File: src/rtl/reset_shutdown_sequence.sv
// rtl/reset_shutdown_sequence.sv - orderly reset-assertion (shutdown) sequencer
//
// Quiesces the processor with a req/ack handshake bounded by a timeout. It then
// asserts resets in reverse dependency order (processor, peripheral,
// interconnect), holds them, and on restart releases them in forward order.
// The reset outputs are OR'd externally with the power-on sequencer outputs.
//
// Ports:
//   clk              slowest sync clock
//   sync_reset       synchronous active-high reset
//   shutdown_req     start a shutdown sequence (sampled only in RUN)
//   restart          release resets again (sampled only in OFF)
//   quiesce_ack      processor has drained outstanding traffic
//   quiesce_req      request to processor to quiesce
//   processor_reset  active-high processor domain resets
//   periferal_reset  active-high peripheral domain resets
//   intercnct_reset  active-high interconnect domain resets
//   busy             sequencer is not in RUN
//   off              sequencer is parked in OFF
//   timeout_flag     sticky: last quiesce ended by timeout
//   done             one-cycle pulse on return to RUN
module reset_shutdown_sequence #(
    parameter int NO_INTERCNCT    = 1,
    parameter int NO_PERIFERAL    = 1,
    parameter int NO_PROCESSOR    = 1,
    parameter int QUIESCE_TIMEOUT = 256,
    parameter int STEP_CYCLES     = 32,
    parameter int HOLD_CYCLES     = 128
) (
    input  logic                    clk,
    input  logic                    sync_reset,
    input  logic                    shutdown_req,
    input  logic                    restart,
    input  logic                    quiesce_ack,
    output logic                    quiesce_req,
    output logic [NO_PROCESSOR-1:0] processor_reset,
    output logic [NO_PERIFERAL-1:0] periferal_reset,
    output logic [NO_INTERCNCT-1:0] intercnct_reset,
    output logic                    busy,
    output logic                    off,
    output logic                    timeout_flag,
    output logic                    done
);

    localparam int MAX_QS  = (QUIESCE_TIMEOUT > STEP_CYCLES) ? QUIESCE_TIMEOUT : STEP_CYCLES;
    localparam int MAX_CNT = (MAX_QS > HOLD_CYCLES) ? MAX_QS : HOLD_CYCLES;
    localparam int CW      = $clog2(MAX_CNT + 1);

    localparam logic [CW-1:0] QUIESCE_LAST = CW'(QUIESCE_TIMEOUT - 1);
    localparam logic [CW-1:0] STEP_LAST    = CW'(STEP_CYCLES - 1);
    localparam logic [CW-1:0] HOLD_LAST    = CW'(HOLD_CYCLES - 1);

    typedef enum logic [2:0] {
        RUN        = 3'd0,
        QUIESCE    = 3'd1,
        PROC_DOWN  = 3'd2,
        PERIF_DOWN = 3'd3,
        HOLD       = 3'd4,
        OFF        = 3'd5,
        ICN_UP     = 3'd6,
        PERIF_UP   = 3'd7
    } state_t;

    state_t        state;
    logic [CW-1:0] counter;

    always_ff @(posedge clk) begin
        if (sync_reset) begin
            state           <= RUN;
            counter         <= '0;
            quiesce_req     <= 1'b0;
            processor_reset <= '0;
            periferal_reset <= '0;
            intercnct_reset <= '0;
            timeout_flag    <= 1'b0;
            done            <= 1'b0;
        end else begin
            done <= 1'b0;
            case (state)
                RUN: begin
                    if (shutdown_req) begin
                        state        <= QUIESCE;
                        counter      <= '0;
                        quiesce_req  <= 1'b1;
                        timeout_flag <= 1'b0;
                    end
                end
                QUIESCE: begin
                    // ack wins over a coinciding timeout, leaving timeout_flag clear
                    if (quiesce_ack || counter == QUIESCE_LAST) begin
                        if (!quiesce_ack) begin
                            timeout_flag <= 1'b1;
                        end
                        state           <= PROC_DOWN;
                        counter         <= '0;
                        quiesce_req     <= 1'b0;
                        processor_reset <= '1;
                    end else begin
                        counter <= counter + 1'b1;
                    end
                end
                PROC_DOWN: begin
                    if (counter == STEP_LAST) begin
                        state           <= PERIF_DOWN;
                        counter         <= '0;
                        periferal_reset <= '1;
                    end else begin
                        counter <= counter + 1'b1;
                    end
                end
                PERIF_DOWN: begin
                    if (counter == STEP_LAST) begin
                        state           <= HOLD;
                        counter         <= '0;
                        intercnct_reset <= '1;
                    end else begin
                        counter <= counter + 1'b1;
                    end
                end
                HOLD: begin
                    if (counter == HOLD_LAST) begin
                        state   <= OFF;
                        counter <= '0;
                    end else begin
                        counter <= counter + 1'b1;
                    end
                end
                OFF: begin
                    processor_reset <= '1;
                    periferal_reset <= '1;
                    if (restart) begin
                        state           <= ICN_UP;
                        counter         <= '0;
                        intercnct_reset <= '0;
                    end else begin
                        intercnct_reset <= '1;
                    end
                end
                ICN_UP: begin
                    if (counter == STEP_LAST) begin
                        state           <= PERIF_UP;
                        counter         <= '0;
                        periferal_reset <= '0;
                    end else begin
                        counter <= counter + 1'b1;
                    end
                end
                PERIF_UP: begin
                    if (counter == STEP_LAST) begin
                        state           <= RUN;
                        counter         <= '0;
                        processor_reset <= '0;
                        done            <= 1'b1;
                    end else begin
                        counter <= counter + 1'b1;
                    end
                end
                default: begin
                    state   <= RUN;
                    counter <= '0;
                end
            endcase
        end
    end

    assign busy = (state != RUN);
    assign off  = (state == OFF);

endmodule

File: config.mk
export PLATFORM = sky130hd
export DESIGN_NAME = reset_shutdown_sequence
export DESIGN_NICKNAME = d
export VERILOG_FILES = /design/src/rtl/reset_shutdown_sequence.sv
export SDC_FILE = /design/constraint.sdc
export NUM_CORES = 1
export LEC_CHECK = 0
export CAP_MARGIN = 40
export CORE_ASPECT_RATIO = 1.1
export CORE_MARGIN = 1.5
export CORE_UTILIZATION = 49
export CTS_BUF_LIST = sky130_fd_sc_hd__clkbuf_8
export DETAILED_ROUTE_END_ITERATION = 7
export PLACE_DENSITY_LB_ADDON = 0.2
export SYNTH_ARGS = -nofsm -noshare
export SYNTH_HDL_FRONTEND = slang
export SYNTH_SLANG_ARGS = --single-unit
export TNS_END_PERCENT = 1
File: constraint.sdc
create_clock -name clk -period 4.2 [get_ports clk]
set_input_delay 1.05 -clock clk [delete_from_list [all_inputs] [get_ports clk]]
set_output_delay 1.05 -clock clk [all_outputs]
set_load 0.05 [all_outputs]
==> impl_metrics.ini <==
[placed_design]
place_congestion = 0.799
dp_slack_ns = 1.27
dp.cells = 152
port-buffer-count = 12
hpwl_mm = 1.58
place_area_sq_um = 1140

[routing]
routedWlPerCell_um = 14.0
vias = 915
avgViaCountPerCell = 5.87
drt-total-wl_mm = 2.19
drtAntennaViolNets = 0
drt_iter0_drc = 32
drc = 0
first_pass_iters = 4

[cts]
cts-root-buf = clkbuf_8
cts_buffers = 3
cts_max_level = 1
numClockSinks = 18
clk_pin_slew_worst_paths_ns = 0.07
post_cts_resized = 0
cts_tree = built
cts_buffer_depth = 2
clk_latency_ns = 0.25
hold_buffers = 0
cts_setup_buffers = 0

[pwr]
p_leak_nw = 0.405
p_clk_share_pct = 23.2
p_total_mw = 0.619
seq_power_share_pct = 37.5
power.density_nw_per_um2 = 516
peakVddDrop_mv = 0.411
sw_frac_of_total_pct = 40.3
p_sw_mw = 0.249
combPwrFrac_pct = 39.3
intPower_mw = 0.369

[sta]
worst_slew_pin_slew_ns = 0.702
worst_clock_skew_ns = 0.00217
post-route-period-util_pct = 74.8
fmax_mhz = 318
rsz0062_at_grt = no
finalSetupViolations = 0
period_minus_slack_ns = 3.14
finalWorstSetupSlack_ns = 1.06
slew_viol_final = 0
finalSetupTns_ns = 0
hold_violations = 0
slew_headroom_pct = 53.1

[die]
placementRows = 17
fp.dieH_um = 51.1
core_sq_um = 2000
start_util_pct = 51.5
ios = 13
dieArea_sq_um = 2390
die_w_um = 46.7

[yosys]
synth_area_sq_um = 1030
synthCells = 118
synth.net_count = 125
synth_cell_type_count = 42
yosys_warnings = 0
yosys_register_bits = 18
yosysSeqAreaShare_pct = 35.0
syn_avg_cell_area_sq_um = 8.73

[critical_path]
rr_worst_depth = 8
cpMaxStageDelayCell = clkdlybuf4s50_1
crit_required_ns = 3.15
crit_arrival_ns = 2.09
r2r_end = state[0]
path_max_fanout = 16
crit_chain = nand2_1 > nor2_1 > clkdlybuf4s50_1
start_kind = flop
slowest_delay_ns = 0.83
critical_path_class = reg2out
cp_top_family = buffers and inverters
r2r_slack_ns = 1.30
cp.buffers_inverters = 1
r2r-start = counter[0]
endpoint_kind = output pin

[global_route]
antenna_found_initial = 0
grt_pass1_vias = 829
overflow = 0
grt_first_pass_wirelength_mm = 3.82
grt_max_degree = 17
grt_usage_pct = 21.8

[cells_and_area]
fin_nets = 136
stdcell_area_sq_um = 1200
final_cells = 156
num_antenna_cells = 0
area_delta_synth_final_pct = 16.5
layout-drive-gt1-share_pct = 10.9

[run_status]
status = complete, no violations

[min_path]
min_path_cells = 2
worstHoldStart = timeout_flag
hold_class = reg2reg
hold_end = timeout_flag

[run]
max_cap_violations = 0
-- placed cells by master, fill, tap and decap left out, types with 2 or more instances in the layout --
cell             count
clkbuf_8             4
a21oi_1              7
mux2i_1              3
and4_1               2
nand4_1              2
or2_2                2
nand3_1              3
a211oi_1             4
o31ai_1              2
nand2_1             10
nor3_1               5
inv_1                5
nor2_1              10
ha_1                 2
clkdlybuf4s50_1     12
a2bb2oi_1            2
a31oi_1              4
o21ai_0              6
dfxtp_1             18
xnor2_1              2
or3_1                2
nor4b_1              2
-- synthesized netlist by cell type (all sizes together) --
master | n | area share, %
a21oi | 7 | 3.4
a31oi | 4 | 2.4
and4 | 2 | 1.7
o31ai | 2 | 1.5
a2bb2oi | 2 | 1.7
ha | 2 | 2.4
nand4 | 2 | 1.2
o21a | 1 | 1.5
o21bai | 1 | 0.73
or3 | 2 | 1.2
a2111oi | 1 | 0.85
a41oi | 1 | 0.85
and3b | 1 | 0.85
nand3b | 1 | 0.73
xnor2 | 2 | 1.7
inv | 5 | 1.8
nor4b | 2 | 1.7
clkbuf | 2 | 0.73
or4 | 2 | 1.8
nand2 | 10 | 3.6
a211o | 1 | 0.85
nor3 | 6 | 3.4
o21ai | 7 | 3.4
nand3 | 4 | 2.4
dfxtp | 18 | 35
or2 | 2 | 1.2
mux2 | 1 | 1.1
or3b | 1 | 0.85
nor2 | 10 | 3.6
buf | 4 | 3.2
nand4b | 1 | 0.85
nor4 | 1 | 2.1
a211oi | 6 | 6.1
mux2i | 3 | 2.9
nor2b | 1 | 0.61
-- registers in the layout, indices dropped and copies added (netlist names) --
signal           cells
intercnct_reset      1
processor_reset      1
periferal_reset      1
quiesce_req          1
counter              9
done                 1
state                3
timeout_flag         1
-- metal layers --
metal	wire [um]	GRT usage, %
met3	56	3.53
met1	1020	29.6
met4	32	10.6
met5	0	0
met2	1080	32.6
-- metrics by stage --
stage	hold WS, ns	utilization, %
3_3_place_gp	0.468	57.3
2_1_floorplan	0.491	-
3_5_place_dp	0.465	57.3
6_report	0.478	60.0
5_1_grt	0.521	60.0
4_1_cts	0.478	60.0
-- final cells by class --
class	instances	area (sq um)
tap	28	35.0
fill	190	800
sequential	18	360
clock buffer	4	55.1
timing repair buffer	12	120
inverter	5	18.8
multi-input combinational	89	611
-- logic make-up after synthesis --
group	share of synthesized area, %
XOR/XNOR	1.70
buffers and inverters	5.71
AO/OA/AOI/OAI	23.2
AND/OR/NAND/NOR	27.9
multiplexers	4.01
adder cells (fa/ha/maj)	2.43
flip-flops	35.0
-- worst register-to-register path: stages (launching register included) --
cell      delay (ns)
dfxtp_1         0.44
ha_1            0.24
and4_1          0.43
and4_1          0.25
ha_1            0.20
nor4b_1         0.09
or2_2           0.34
a211oi_4        0.43
mux2_2          0.38
-- power groups by stage --
stage / registers, mW / clock network (mW) / logic (mW)
after global routing: 0.237 / 0.151 / 0.267
after detailed placement: 0.236 / 0 / 0.242
final: 0.232 / 0.143 / 0.243
after floorplan: 0.234 / 0 / 0.190
after global placement: 0.234 / 0 / 0.239
after CTS: 0.231 / 0.147 / 0.244
-- worst max-delay path by stage --
| stage | startpoint | depth (start not counted) | slack [ns] | endpoint |
|---|---|---|---|---|
| after floorplan | counter[0] | 9 | 1.75 | state[0] |
| after global placement | restart | 5 | 1.31 | state[0] |
| after detailed placement | restart | 5 | 1.27 | state[0] |
| after CTS | state[0] | 3 | 1.07 | off |
| after global routing | state[0] | 3 | 0.93 | off |
| final | state[0] | 3 | 1.06 | off |
Power figures use the tool's default switching activity.
